**src/rtl/regbank_pkg.sv**
```systemverilog
// Shared types and default sizes for the register-bank controller.
// Imported by the controller top and its port mux.
package regbank_pkg;

  localparam int DEF_NB_DATA = 32;
  localparam int DEF_NB_ADDR = 5;
  localparam int DEF_N_REGS  = 32;

  typedef enum logic [1:0] {
    ST_IDLE,
    ST_DRAIN,
    ST_CLEAR,
    ST_DUMP
  } state_t;

  typedef enum logic [1:0] {
    OP_NONE,
    OP_CLEAR,
    OP_DUMP
  } op_t;

endpackage

```
**src/rtl/regbank_port_mux.sv**
```systemverilog
// Chooses who drives the bank write port and read port 1.
// Pipeline in IDLE/DRAIN; the sequencer in CLEAR/DUMP.
module regbank_port_mux
  import regbank_pkg::*;
#(
  parameter int NB_DATA = DEF_NB_DATA,
  parameter int NB_ADDR = DEF_NB_ADDR
) (
  input  state_t             state,
  input  logic               abort,
  input  logic               wb_en,
  input  logic [NB_ADDR-1:0] wb_addr,
  input  logic [NB_DATA-1:0] wb_data,
  input  logic [NB_ADDR-1:0] id_addr,
  input  logic [NB_ADDR-1:0] cnt,
  output logic               rb_we,
  output logic [NB_ADDR-1:0] rb_waddr,
  output logic [NB_DATA-1:0] rb_wdata,
  output logic [NB_ADDR-1:0] rb_raddr
);

  always_comb begin
    rb_we    = wb_en;
    rb_waddr = wb_addr;
    rb_wdata = wb_data;
    rb_raddr = id_addr;
    unique case (1'b1)
      // a reset edge landing mid-clear must not zero the addressed reg
      (state == ST_CLEAR): begin
        rb_we    = !abort;
        rb_waddr = cnt;
        rb_wdata = '0;
      end
      (state == ST_DUMP): begin
        rb_we    = 1'b0;
        rb_raddr = cnt;
      end
      default: ;
    endcase
  end

endmodule

```
**src/rtl/regbank_controller.sv**
```systemverilog
// Arbitrates the register bank between the pipeline and debug.
// Debug ops: CLEAR zeroes r1..rN-1, DUMP streams r0..rN-1.
module regbank_controller
  import regbank_pkg::*;
#(
  parameter int NB_DATA      = DEF_NB_DATA,
  parameter int NB_ADDR      = DEF_NB_ADDR,
  parameter int N_REGS       = DEF_N_REGS,
  parameter int DRAIN_CYCLES = 2
) (
  input  logic               i_clk,
  input  logic               i_reset,
  input  logic               i_wb_write_enable,
  input  logic [NB_ADDR-1:0] i_wb_write_register,
  input  logic [NB_DATA-1:0] i_wb_write_data,
  input  logic [NB_ADDR-1:0] i_id_read_register_1,
  input  logic               i_clear_req,
  input  logic               i_dump_req,
  input  logic               i_dump_ready,
  input  logic [NB_DATA-1:0] i_rb_read_data_1,
  output logic               o_rb_write_enable,
  output logic [NB_ADDR-1:0] o_rb_write_register,
  output logic [NB_DATA-1:0] o_rb_write_data,
  output logic [NB_ADDR-1:0] o_rb_read_register_1,
  output logic               o_dump_valid,
  output logic [NB_ADDR-1:0] o_dump_addr,
  output logic [NB_DATA-1:0] o_dump_data,
  output logic               o_stall,
  output logic               o_busy,
  output logic               o_wb_dropped
);

  localparam int DW = $clog2(DRAIN_CYCLES + 1);
  localparam logic [DW-1:0] LAST_D = DW'(DRAIN_CYCLES - 1);
  localparam logic [NB_ADDR-1:0] LAST = NB_ADDR'(N_REGS - 1);

  state_t             state;
  op_t                op;
  logic [NB_ADDR-1:0] cnt;
  logic [DW-1:0]      dcnt;
  logic               owned;

  assign owned = (state == ST_CLEAR) || (state == ST_DUMP);

  always_ff @(posedge i_clk) begin
    if (!i_reset) begin
      state        <= ST_IDLE;
      op           <= OP_NONE;
      cnt          <= '0;
      dcnt         <= '0;
      o_wb_dropped <= 1'b0;
    end else begin
      if (owned && i_wb_write_enable)
        o_wb_dropped <= 1'b1;
      unique case (state)
        ST_IDLE: begin
          dcnt <= '0;
          if (i_clear_req) begin
            state <= ST_DRAIN;
            op    <= OP_CLEAR;
          end else if (i_dump_req) begin
            state <= ST_DRAIN;
            op    <= OP_DUMP;
          end
        end
        ST_DRAIN: begin
          if (dcnt == LAST_D) begin
            if (op == OP_CLEAR) begin
              state <= ST_CLEAR;
              cnt   <= NB_ADDR'(1);
            end else begin
              state <= ST_DUMP;
              cnt   <= '0;
            end
          end else begin
            dcnt <= dcnt + DW'(1);
          end
        end
        ST_CLEAR: begin
          if (cnt == LAST) begin
            state <= ST_IDLE;
            op    <= OP_NONE;
            cnt   <= '0;
          end else begin
            cnt <= cnt + NB_ADDR'(1);
          end
        end
        ST_DUMP: begin
          if (i_dump_ready) begin
            if (cnt == LAST) begin
              state <= ST_IDLE;
              op    <= OP_NONE;
              cnt   <= '0;
            end else begin
              cnt <= cnt + NB_ADDR'(1);
            end
          end
        end
        default: state <= ST_IDLE;
      endcase
    end
  end

  assign o_busy       = (state != ST_IDLE);
  assign o_stall      = o_busy;
  assign o_dump_valid = (state == ST_DUMP);
  assign o_dump_addr  = cnt;
  assign o_dump_data  = i_rb_read_data_1;

  regbank_port_mux #(
    .NB_DATA (NB_DATA),
    .NB_ADDR (NB_ADDR)
  ) u_mux (
    .state    (state),
    .abort    (!i_reset),
    .wb_en    (i_wb_write_enable),
    .wb_addr  (i_wb_write_register),
    .wb_data  (i_wb_write_data),
    .id_addr  (i_id_read_register_1),
    .cnt      (cnt),
    .rb_we    (o_rb_write_enable),
    .rb_waddr (o_rb_write_register),
    .rb_wdata (o_rb_write_data),
    .rb_raddr (o_rb_read_register_1)
  );

endmodule

```
**config.mk**
```make
export PLATFORM = sky130hd
export DESIGN_NAME = regbank_controller
export DESIGN_NICKNAME = d
export VERILOG_FILES = /design/src/rtl/regbank_pkg.sv /design/src/rtl/regbank_port_mux.sv /design/src/rtl/regbank_controller.sv
export SDC_FILE = /design/constraint.sdc
export NUM_CORES = 1
export LEC_CHECK = 0
export ABC_AREA = 1
export CORE_MARGIN = 4
export CORE_UTILIZATION = 28
export CTS_CLUSTER_DIAMETER = 200
export DETAILED_ROUTE_END_ITERATION = 10
export PLACE_DENSITY = 0.86
export SETUP_SLACK_MARGIN = 0.15
export SYNTH_ARGS = -nofsm -noshare
export SYNTH_HDL_FRONTEND = slang
export SYNTH_SLANG_ARGS = --single-unit
```
**constraint.sdc**
```tcl
create_clock -name i_clk -period 2.7 [get_ports i_clk]
set_input_delay 0.54 -clock i_clk [delete_from_list [all_inputs] [get_ports i_clk]]
set_output_delay 0.54 -clock i_clk [all_outputs]
set_load 0.005 [all_outputs]
```
---- After elaboration in Yosys (flattened, before gate mapping) ----
Cells that the tools add are included.
storage, ports and cells
  memories kept ........................... 0
  memory bits (read-only) ................. 0
  bits in latches ......................... 0
  output and inout bits ................... 84
  logic and storage cells ................. 51
  register bits after elaboration ......... 12
  bits of input ports ..................... 80
  memory bits (writable) .................. 0
operators by class
  multipliers ............................. 0
  reduce and logical (&&, ||, !) cells .... 11
  equal/unequal tests ..................... 10
  order comparisons ....................... 0
  shifts and indexed selects .............. 0
  add/sub/neg operators ................... 2
  muxes and demuxes ....................... 23
  div/mod/pow operators ................... 0
  bitwise operators ....................... 0
operator list
  kind                                                                   count
  32-bit two-way mux                                                     1
  5-bit two-way mux                                                      5
  2-bit two-way mux                                                      10
  5-bit case mux with 3 select lines                                     1
  3-bit AND reduction                                                    3
  2-bit case mux with 4 select lines                                     1
  2-bit by 1-bit equality test with 1-bit output, second input constant  3
  2-bit != test, second input constant                                   3
  2-bit case mux with 3 select lines                                     1
  3-bit nonzero test                                                     2
  5-bit by 1-bit adder with 5-bit output, second input constant          1
  5-bit equality test, second input constant                             1
  2-bit equality test, second input constant                             2
  2-bit case mux with 2 select lines                                     1
  2-bit nonzero test                                                     2
  3-bit != test, second input constant                                   1
  2-bit by 1-bit adder with 2-bit output, second input constant          1
  2-bit zero test                                                        1
  1-bit two-way mux                                                      2
  1-bit case mux with 2 select lines                                     1
  2-bit AND reduction                                                    1
  1-bit logical AND                                                      1
  1-bit logical OR                                                       1

---- Depth between registers and ports, before layout ----
  depth in word-level cells ............... 4
  mapped depth ............................ 11
  mapped depth without buffers ............ 11

---- Modules after synthesis ----
Synthesis repeated with hierarchy kept, for this count alone.
unflattened totals
  cells, all modules ...................... 236
  area total of the unflattened synthesis .. 1,400.1 µm²
by module, submodules not included
  module              cells an instance  sequential area each (µm²)  instances  area an instance (µm²)
  regbank_controller  129                240.2                       1          953.4
  regbank_port_mux    107                0.0                         1          446.7

---- Worst setup path before layout ----
OpenSTA, ideal clock, no wires.
  kind .................................... flip-flop to output port
  from .................................... register state[1]
  to ...................................... output port o_rb_write_enable
  buffers on the path ..................... 2
  cell stages (with the launch flop) ...... 7
  arrival time ............................ 0.925 ns
  data required time ...................... 2.160 ns
  setup slack ............................. 1.235 ns
  cells stage by stage .................... dfxtp_1 -> buf_6 -> inv_6 -> nor2_4 -> inv_2 -> buf_6 -> o21ai_1
on the way
  longest elaborated chain between the ends .. 2
  elaborated cells between the ends (all ways) .. 3
  classes of those cells .................. 2 x eq/ne; 1 x mux
ends and longest elaborated chain
  what                                           line                                            text
  start, declared                                regbank_controller.sv:37                        state_t state;
  start signal, assigned                         regbank_controller.sv:47                        state <= ST_IDLE;
  start signal, assigned                         regbank_controller.sv:59                        state <= ST_DRAIN;
  start signal, assigned                         regbank_controller.sv:62                        state <= ST_DRAIN;
  2-bit equality test, on equally long branches  regbank_port_mux.sv:34, regbank_port_mux.sv:29
  1-bit case mux with 2 select lines *           regbank_port_mux.sv:27                          unique case (1'b1)
  end, declared                                  regbank_controller.sv:21                        output logic o_rb_write_enable,
Every way passes the cells marked *; elsewhere a longest branch is shown, timed or not.

---- Final worst setup path ----
  from .................................... register state[0]
  to ...................................... output port o_rb_read_register_1[4]
on the way
  longest elaborated chain between the ends .. 2
ends and longest elaborated chain
  what                 line                      text
  2-bit equality test  regbank_port_mux.sv:34    (state == ST_DUMP): begin
  5-bit two-way mux    regbank_port_mux.sv:27
  end, declared        regbank_controller.sv:24  output logic [NB_ADDR-1:0] o_rb_read_register_1,
No other way between the ends.

==> results.md <==
* CTS tree: built
* Number of global-route vias before repair at 1478
* Clk_lat worst skew at 0.24 ns
* Routed Antenna Nets at 0
* Pin count of the biggest net entering global routing at 17
* 1st-iter DRT viols at 23
* CP top delay family: buffers and inverters
* Status: finished, final reports clean
* Hold depth at 2
* Max rail drop VDD at 559 uV
* Final WL at 4.34 mm
* Die Wd at 76.4 um
* CP max stage delay at 0.56 ns
* Num rows at 24
* Critical path's slowest cell: clkdlybuf4s50_1
* Synth warn at 0
* Placed Instances at 339
* Sw frac at 0.415
* Nets at 377
* Mapped Area at 1310 um^2
* WP data required at 2.16 ns
* Die Ht at 76.4 um
* Syn Area/Cell at 5.83 um^2
* # IOs at 164
* Core area at 4440 um^2
* Area grow syn2layout at 63.9%
* Tcrit/Tclk final at 0.878
* Sequential share of the synthesized area at 0.183
* Global-route wire length before repair at 7.31 mm
* Logic depth of the worst path, buffers included at 4
* Fin cells at 344
* Pint at 924 uW
* R2r startpoint: o_dump_addr[0]
* CP max FO at 11
* Max-slew headroom at 0.578
* Wire length per cell at 12.6 um
* Initial Util at 0.295
* Die Area at 5840 um^2
* Final Hold Viols at 0
* Total global routing overflow at 0
* Worst setup EP type: output port
* Vias per inst at 4.31
* Fmax at 422 MHz
* Sw Pwr at 656 uW
* Post-Syn Nets at 308
* Final setup viols at 0
* Critical-path cell list: buf_4 -> nand2_2 -> o21ai_0 -> clkdlybuf4s50_1
* Syn Inst Count at 225
* Pleak at 1.01 nW
* Synth unique cells at 25
* Setup Skew at 0.00401 ns
* Hold Crit Class: register to register
* TNS Setup at 0 ns
* Worst slew pin tran at 0.632 ns
* Gate power share at 0.719
* Clock Sinks at 12
* Min Hold Slack at 0.479 ns
* Power per cell area at 735 nW/um^2
* Critical path launch point: state[0]
* CTS max path bufs at 2
* Worst-path clk slew at 0.05 ns
* Synth Register Bits at 12
* Initial antenna violation count at 0
* CTS Root Cell: clkbuf_8
* Clock share of power at 0.103
* CP Launch Type: register
* Drt pass-1 iters at 4
* Buf+Inv Stages, Crit Path at 2
* Fillers at 454
* RSZ-0062 raised after global routing: false
* Area post-placement at 2090 um^2
* Max-cap viol count at 0
* Min cycle time layout at 2.37 ns
* Hold buffers post-CTS at 0
* CP Class: register to output port
* CTS buffer count at 3
* Placer Congestion at 0.868
* Diode count at 0
* Sequential share of power at 0.178
* Critical Path AT at 1.83 ns
* Post-route DRC at 0
* DP HPWL at 3.37 mm
* All-layer global routing usage at 0.149
* Reg2reg path depth at 11
* Port Buffers at 99
* # H-tree levels at 1
* Routed via count at 1483
* Max-slew violations at 0
* Final Cell Area at 2150 um^2
* HP Start: o_wb_dropped
* Fraction of layout cells with a size suffix above 1 at 0.0719
## worst paths after layout
path	endpoint	slack, ns
worst max register to register	state[0]	0.97
worst min-delay path	o_wb_dropped	0.48
worst max-delay path	o_rb_read_register_1[4]	0.33
worst min register to register	o_wb_dropped	0.48
## through the flow
step	util	power [mW]	setup WS, ns
after global routing	0.484	1.73	0.229
after CTS	0.483	1.60	0.168
after detailed placement	0.471	1.39	0.195
after global placement	0.471	1.38	0.187
final	0.484	1.58	0.329
after floorplan	-	0.907	1.23
## synth_stat cells
cell type | number | area share
a21oi_1 | 4 | 0.015
a2bb2oi_1 | 1 | 0.0067
buf_2 | 4 | 0.015
buf_4 | 34 | 0.19
buf_6 | 2 | 0.017
dfxtp_1 | 12 | 0.18
ha_1 | 3 | 0.029
inv_1 | 49 | 0.14
inv_2 | 2 | 0.0057
inv_6 | 1 | 0.0067
nand2_1 | 33 | 0.094
nand2_2 | 2 | 0.0095
nand2_4 | 1 | 0.0086
nand3_1 | 5 | 0.019
nand3_2 | 1 | 0.0076
nand3_4 | 1 | 0.013
nand4_1 | 1 | 0.0048
nor2_1 | 47 | 0.13
nor2_2 | 2 | 0.0095
nor2_4 | 1 | 0.0086
nor3_1 | 1 | 0.0038
o21ai_0 | 8 | 0.031
o21ai_1 | 8 | 0.031
o21ai_2 | 1 | 0.0067
o22ai_1 | 1 | 0.0048
## power by group through the flow
stage / Clock (mW) / Combinational (mW) / Sequential [mW]
3_3_place_gp: 0 / 1.10 / 0.276
6_report: 0.163 / 1.14 / 0.280
3_5_place_dp: 0 / 1.11 / 0.279
4_1_cts: 0.168 / 1.15 / 0.281
5_1_grt: 0.177 / 1.27 / 0.286
2_1_floorplan: 0 / 0.648 / 0.259
## cell type report
| type | count | area, um^2 | area share |
|---|---|---|---|
| timing repair buffer | 103 | 1020 | 0.475 |
| sequential | 12 | 240 | 0.112 |
| inverter | 52 | 200 | 0.0931 |
| tap | 52 | 65.1 | 0.0303 |
| multi-input combinational | 122 | 582 | 0.271 |
| clock buffer | 3 | 41.3 | 0.0192 |
## worst register-to-register path: cells and delay by family, from the launching register on
family / cells / cell delay (ns)
fa+ha+maj: 2 / 0.40
buf+inv: 2 / 0.12
flops: 1 / 0.43
simple gates: 7 / 0.67
## cells in the final DEF, fill, tap and decap left out
cell type / instances
inv_6: 1
nor2_4: 1
buf_4: 4
nand3_1: 5
a21oi_1: 4
nor2_1: 47
clkbuf_8: 3
ha_1: 3
nand3_4: 1
nor3_1: 1
inv_2: 2
o21ai_2: 1
nand4_1: 1
nor2_2: 3
nand2_1: 32
o21ai_0: 8
clkdlybuf4s50_1: 99
nand2_2: 3
nand2_4: 1
dfxtp_1: 12
nand3_2: 1
o22ai_1: 1
inv_1: 49
o21ai_1: 8
a2bb2oi_1: 1
## layer usage
layer / global-route usage / vias to the layer above / wire (um)
met3: 0.0496 / 15 / 338
met1: 0.168 / 632 / 1800
met4: 0.0562 / 0 / 99
met2: 0.260 / 71 / 2100
li1: - / 765 / -
met5: 0 / - / 0
## kinds of logic after synthesis
kind of cell,count (synthesis),share of synthesized area
AND/OR/NAND/NOR,95,0.314
adder cells (fa/ha/maj),3,0.0286
buffers and inverters,92,0.380
flip-flops,12,0.183
AO/OA/AOI/OAI,23,0.0945
## state kept, by name (all words and copies together), names as in the netlist
register	flops
o_dump_addr	5
dcnt	2
op	2
state	2
o_wb_dropped	1
## repair_timing
item | CTS | global route
resized for setup | 0 | 1
buffers inserted | 1 | 0
gates cloned | 1 | 0
pin swaps | 1 | 0
endpoints found under the setup margin | 6 | 4
(Power assumes the default switching activity.)
